==> config.mk <==
export PLATFORM = sky130hd
export DESIGN_NAME = regfile_write_arbiter
export DESIGN_NICKNAME = d
export VERILOG_FILES = /design/src/rtl/regfile_write_arbiter.sv
export SDC_FILE = /design/constraint.sdc
export NUM_CORES = 1
export LEC_CHECK = 0
export CAP_MARGIN = 25
export CORE_MARGIN = 8
export CORE_UTILIZATION = 41
export DETAILED_ROUTE_END_ITERATION = 16
export GPL_TIMING_DRIVEN = 0
export PLACE_DENSITY = 0.83
export SYNTH_ARGS = -nofsm -noshare
export SYNTH_HDL_FRONTEND = slang
export SYNTH_SLANG_ARGS = --single-unit
==> constraint.sdc <==
create_clock -name clk -period 2.4 [get_ports clk]
set_input_delay 0.6 -clock clk [delete_from_list [all_inputs] [get_ports clk]]
set_output_delay 0.6 -clock clk [all_outputs]
set_load 0.01 [all_outputs]
==> src/rtl/regfile_write_arbiter.sv <==
// regfile_write_arbiter
// Round-robin arbiter that shares the register file's single write port
// between ALU writeback (requester 0) and load writeback (requester 1).
// Grants are combinational; the write port toward the register file is
// registered, so an accepted request shows up on write_reg/write_data/
// reg_write one cycle later. Writes to register 0 can be consumed
// silently, and saturating per-requester grant counters are kept for debug.
module regfile_write_arbiter #(
  parameter int unsigned DATA_WIDTH       = 32,
  parameter int unsigned ADDR_WIDTH       = 5,
  parameter int unsigned CNT_WIDTH        = 16,
  parameter bit          ZERO_REG_PROTECT = 1'b1
) (
  input  logic                  clk,
  input  logic                  reset,
  input  logic                  req_0,
  input  logic [ADDR_WIDTH-1:0] wr_reg_0,
  input  logic [DATA_WIDTH-1:0] wr_data_0,
  output logic                  gnt_0,
  input  logic                  req_1,
  input  logic [ADDR_WIDTH-1:0] wr_reg_1,
  input  logic [DATA_WIDTH-1:0] wr_data_1,
  output logic                  gnt_1,
  output logic [ADDR_WIDTH-1:0] write_reg,
  output logic [DATA_WIDTH-1:0] write_data,
  output logic                  reg_write,
  output logic [CNT_WIDTH-1:0]  grant_count_0,
  output logic [CNT_WIDTH-1:0]  grant_count_1
);

  typedef enum logic {
    ST_IDLE  = 1'b0,
    ST_WRITE = 1'b1
  } wr_state_e;

  localparam logic [CNT_WIDTH-1:0]  CNT_MAX  = {CNT_WIDTH{1'b1}};
  localparam logic [CNT_WIDTH-1:0]  CNT_ONE  = {{(CNT_WIDTH-1){1'b0}}, 1'b1};
  localparam logic [ADDR_WIDTH-1:0] REG_ZERO = {ADDR_WIDTH{1'b0}};

  wr_state_e             state_q, state_d;
  logic                  prio_q, prio_d;
  logic [ADDR_WIDTH-1:0] write_reg_q, write_reg_d;
  logic [DATA_WIDTH-1:0] write_data_q, write_data_d;
  logic [CNT_WIDTH-1:0]  cnt_0_q, cnt_0_d;
  logic [CNT_WIDTH-1:0]  cnt_1_q, cnt_1_d;

  logic                  gnt_0_s, gnt_1_s;
  logic                  any_gnt_s;
  logic                  issue_s;
  logic [ADDR_WIDTH-1:0] sel_reg_s;
  logic [DATA_WIDTH-1:0] sel_data_s;
  logic                  reg_write_s;

  // Saturating increment used by both grant counters.
  function automatic logic [CNT_WIDTH-1:0] sat_inc(input logic [CNT_WIDTH-1:0] cnt);
    if (cnt == CNT_MAX) begin
      sat_inc = cnt;
    end else begin
      sat_inc = cnt + CNT_ONE;
    end
  endfunction

  // Round-robin grant; both grants are held low while reset is asserted.
  always_comb begin
    gnt_0_s = 1'b0;
    gnt_1_s = 1'b0;
    if (!reset) begin
      gnt_0_s = 1'b0;
      gnt_1_s = 1'b0;
    end else if (req_0 && req_1) begin
      gnt_0_s = ~prio_q;
      gnt_1_s = prio_q;
    end else if (req_0) begin
      gnt_0_s = 1'b1;
    end else if (req_1) begin
      gnt_1_s = 1'b1;
    end else begin
      gnt_0_s = 1'b0;
      gnt_1_s = 1'b0;
    end
  end

  assign gnt_0     = gnt_0_s;
  assign gnt_1     = gnt_1_s;
  assign any_gnt_s = gnt_0_s | gnt_1_s;

  // Select the winner's payload and decide whether it reaches the register file.
  always_comb begin
    sel_reg_s  = wr_reg_0;
    sel_data_s = wr_data_0;
    if (gnt_1_s) begin
      sel_reg_s  = wr_reg_1;
      sel_data_s = wr_data_1;
    end else begin
      sel_reg_s  = wr_reg_0;
      sel_data_s = wr_data_0;
    end
    issue_s = any_gnt_s && ((sel_reg_s != REG_ZERO) || !ZERO_REG_PROTECT);
  end

  // Next values for the write-port payload, priority pointer and counters.
  always_comb begin
    write_reg_d  = write_reg_q;
    write_data_d = write_data_q;
    prio_d       = prio_q;
    cnt_0_d      = cnt_0_q;
    cnt_1_d      = cnt_1_q;
    if (issue_s) begin
      write_reg_d  = sel_reg_s;
      write_data_d = sel_data_s;
    end else begin
      write_reg_d  = write_reg_q;
      write_data_d = write_data_q;
    end
    if (gnt_0_s) begin
      prio_d  = 1'b1;
      cnt_0_d = sat_inc(cnt_0_q);
    end else if (gnt_1_s) begin
      prio_d  = 1'b0;
      cnt_1_d = sat_inc(cnt_1_q);
    end else begin
      prio_d = prio_q;
    end
  end

  // Write-port FSM next state: WRITE for exactly the cycle after an issued grant.
  always_comb begin
    state_d = ST_IDLE;
    case (state_q)
      ST_IDLE:  state_d = issue_s ? ST_WRITE : ST_IDLE;
      ST_WRITE: state_d = issue_s ? ST_WRITE : ST_IDLE;
      default:  state_d = ST_IDLE;
    endcase
  end

  // Write-port FSM output decode.
  always_comb begin
    reg_write_s = 1'b0;
    case (state_q)
      ST_IDLE:  reg_write_s = 1'b0;
      ST_WRITE: reg_write_s = 1'b1;
      default:  reg_write_s = 1'b0;
    endcase
  end

  // State registers; reset drops any in-flight write immediately.
  always_ff @(posedge clk or negedge reset) begin
    if (!reset) begin
      state_q      <= ST_IDLE;
      prio_q       <= 1'b0;
      write_reg_q  <= {ADDR_WIDTH{1'b0}};
      write_data_q <= {DATA_WIDTH{1'b0}};
      cnt_0_q      <= {CNT_WIDTH{1'b0}};
      cnt_1_q      <= {CNT_WIDTH{1'b0}};
    end else begin
      state_q      <= state_d;
      prio_q       <= prio_d;
      write_reg_q  <= write_reg_d;
      write_data_q <= write_data_d;
      cnt_0_q      <= cnt_0_d;
      cnt_1_q      <= cnt_1_d;
    end
  end

  assign reg_write     = reg_write_s;
  assign write_reg     = write_reg_q;
  assign write_data    = write_data_q;
  assign grant_count_0 = cnt_0_q;
  assign grant_count_1 = cnt_1_q;

endmodule

==> reports/results.tsv <==
metric	value	unit
DIE AREA	12200	um2
Yosys reg bits	71	
Initial Util	0.422	
syn_nets	361	
DRC violations left	0	
post-synthesis cell area	3660	um2
Ant. Diodes	0	
CTS root buffer	clkbuf_8	
Pleak	2.38	nW
Final Skew	0.0139	ns
Final Worst Setup Slack	0.0943	ns
max reg flops	32	
Fmax	0.434	GHz
die height	111	um
Core Rows	34	
Avg Vias per Cell	5.28	
antenna violations before repair	0	
actual slew at the worst max-slew pin	0.655	ns
crit path max-delay cell type	clkbuf_1	
Final Hold Viols	0	
vias in the first global route	3291	
Setup WS pre-CTS	-0.753	ns
# IOs	150	
fin nets	525	
Area Growth Syn to Fin	54.0	%
Slew Limit Fails	0	
worst-path fanout max	8	
pwr/cell area	727	nW/um2
commonest non-fill, non-tap cell in the layout	clkdlybuf4s50_1	
Worst Setup Path Type	primary input to primary output	
Worst EP required	1.80	ns
Synth area leader	dfrtp_1	
Placed Area	5310	um2
hold_buf cts	0	
unrepaired setup endpoints after global routing	no	
Tmin final	2.31	ns
drt first pass iters	4	
fin area	5640	um2
total grt overflow	0	
Tcrit/Tclk final	0.961	
Tot GR Track Use	0.163	
EDFF count, synth	0	
Worst setup SP type	primary input	
top cells by area, synth	dfrtp_1 (48%), mux2_2 (17%), mux2_4 (8.2%), xor2_1 (3.3%), xnor2_1 (2.2%)	
cell total after placement	538	
port bufs	148	
Sinks on Clock Net	71	
total CTS buffers	9	
count of non-filler cells in the finished layout	558	
Hold Crit Class	primary input to asynchronous set/reset pin	
final WL	10000	um
Post-DRT Antenna Nets	0	
Max-slew headroom	0.561	
crit end category	primary output	
layout cells sized above 1	0.260	
clk_lat worst skew	0.34	ns
global-route wire length before repair	16600	um
largest net degree at the start of global routing	29	
reg2reg path depth	5	
Peak VDD IR	0.000405	V
CORE AREA	8680	um2
Max Cap Violations	0	
max incr delay on CP	0.38	ns
CTS tree	done	
Post-synth top flop	dfrtp_1	
WP data arrival	1.71	ns
initial DRC count	78	
sequential element share of the synthesized area	0.485	
Post-DP HPWL	7540	um
# setup viols final	0	
Chip Width	111	um
clock slew at reported path FFs	0.09	ns
Setup Total Neg Slack	0	ns
top cell type's share of synthesized area	0.485	
Clock Path Buffers	2	
number of H-tree levels	3	
Vias	2945	
synth unique cells	44	
DR WL/cell	18.0	um
fraction of registers with async set/reset	1.00	
Mean Syn Cell Area	13.0	um2
RePlAce Congestion	0.753	
most frequent cells in the layout	clkdlybuf4s50_1 (144), dfrtp_1 (71), mux2_2 (56)	
Critical Path, Cell by Cell	clkbuf_1, nand3_4, buf_8, inv_1, clkdlybuf4s15_2	
status	finished, final reports clean	
Ys Warns	0	
Syn Inst Count	281	
## per-stage QoR
stage	power, W	utilization	hold WS [ns]
4_1_cts	0.00415	0.649	0.115
2_1_floorplan	0.00222	-	0.304
3_5_place_dp	0.00301	0.611	0.490
5_1_grt	0.00432	0.650	0.0590
3_3_place_gp	0.00296	0.608	0.475
6_report	0.00410	0.650	0.0729
## Yosys cell counts, types with 4 or more instances
master	instances
a211oi_1	4
and3_1	4
inv_1	4
xor2_1	14
and4_1	6
mux2_4	20
nand4_1	9
nand3_1	9
mux2_2	56
nand2_1	11
clkbuf_1	4
nor2_1	5
dfrtp_1	71
xnor2_1	9
buf_2	5
a21oi_1	7
## final timing paths
| kind | start | endpoint | slack [ns] |
|---|---|---|---|
| max | req_1 | gnt_1 | 0.09 |
| min | reset | grant_count_0[10] | 0.07 |
| max reg2reg | grant_count_1[0] | grant_count_1[1] | 0.28 |
| min reg2reg | grant_count_1[9] | grant_count_1[9] | 0.50 |
| max in group asynchronous | reset | grant_count_0[8] | 1.81 |
| min in group clk | grant_count_1[9] | grant_count_1[9] | 0.50 |
## final cells by class
class	count	area [um2]
timing repair buffer	153	1570
buffer	13	105
inverter	4	15.0
multi-input combinational	193	1800
sequential	71	1780
fill	670	3040
clock buffer	10	138
clock inverter	6	93.8
tap	108	135
## repair_timing
item                                   4_1_cts  5_1_grt
gates cloned                                 1        0
pin swaps                                    0        0
resized for setup                           14        2
setup buffers                                3        0
endpoints found under the hold margin        0        0
setup endpoints to repair                   12        1
## where the power goes
part | switching, W | internal (W) | total (W)
registers | 0.000207 | 0.00144 | 0.00164
clock network | 0.000478 | 0.000619 | 0.00110
logic | 0.000499 | 0.000860 | 0.00136
## worst max-delay path: cells and delay by family
family | cells | cell delay [ns]
AND/OR/NAND/NOR | 1 | 0.18
buffers and inverters | 4 | 0.93
## metal layers
layer  wire length, um  track usage  up-vias
met3               696       0.0568       11
met1              4030        0.181     1470
met5                 0            0        -
met4               119       0.0523        0
met2              5200        0.284       98
li1                  -            -     1366
## cell families (layout without fill, tap and decap cells)
logic type / count (synthesis) / in the layout / synth area share
multiplexers: 78 / 78 / 0.260
flip-flops: 71 / 71 / 0.485
AND/OR/NAND/NOR: 61 / 61 / 0.100
AO/OA/AOI/OAI: 29 / 29 / 0.0635
XOR/XNOR: 23 / 23 / 0.0550
buffers and inverters: 17 / 186 / 0.0301
adder cells (fa/ha/maj): 2 / 2 / 0.00683
Note: power is estimated with default switching activity, not from simulation.
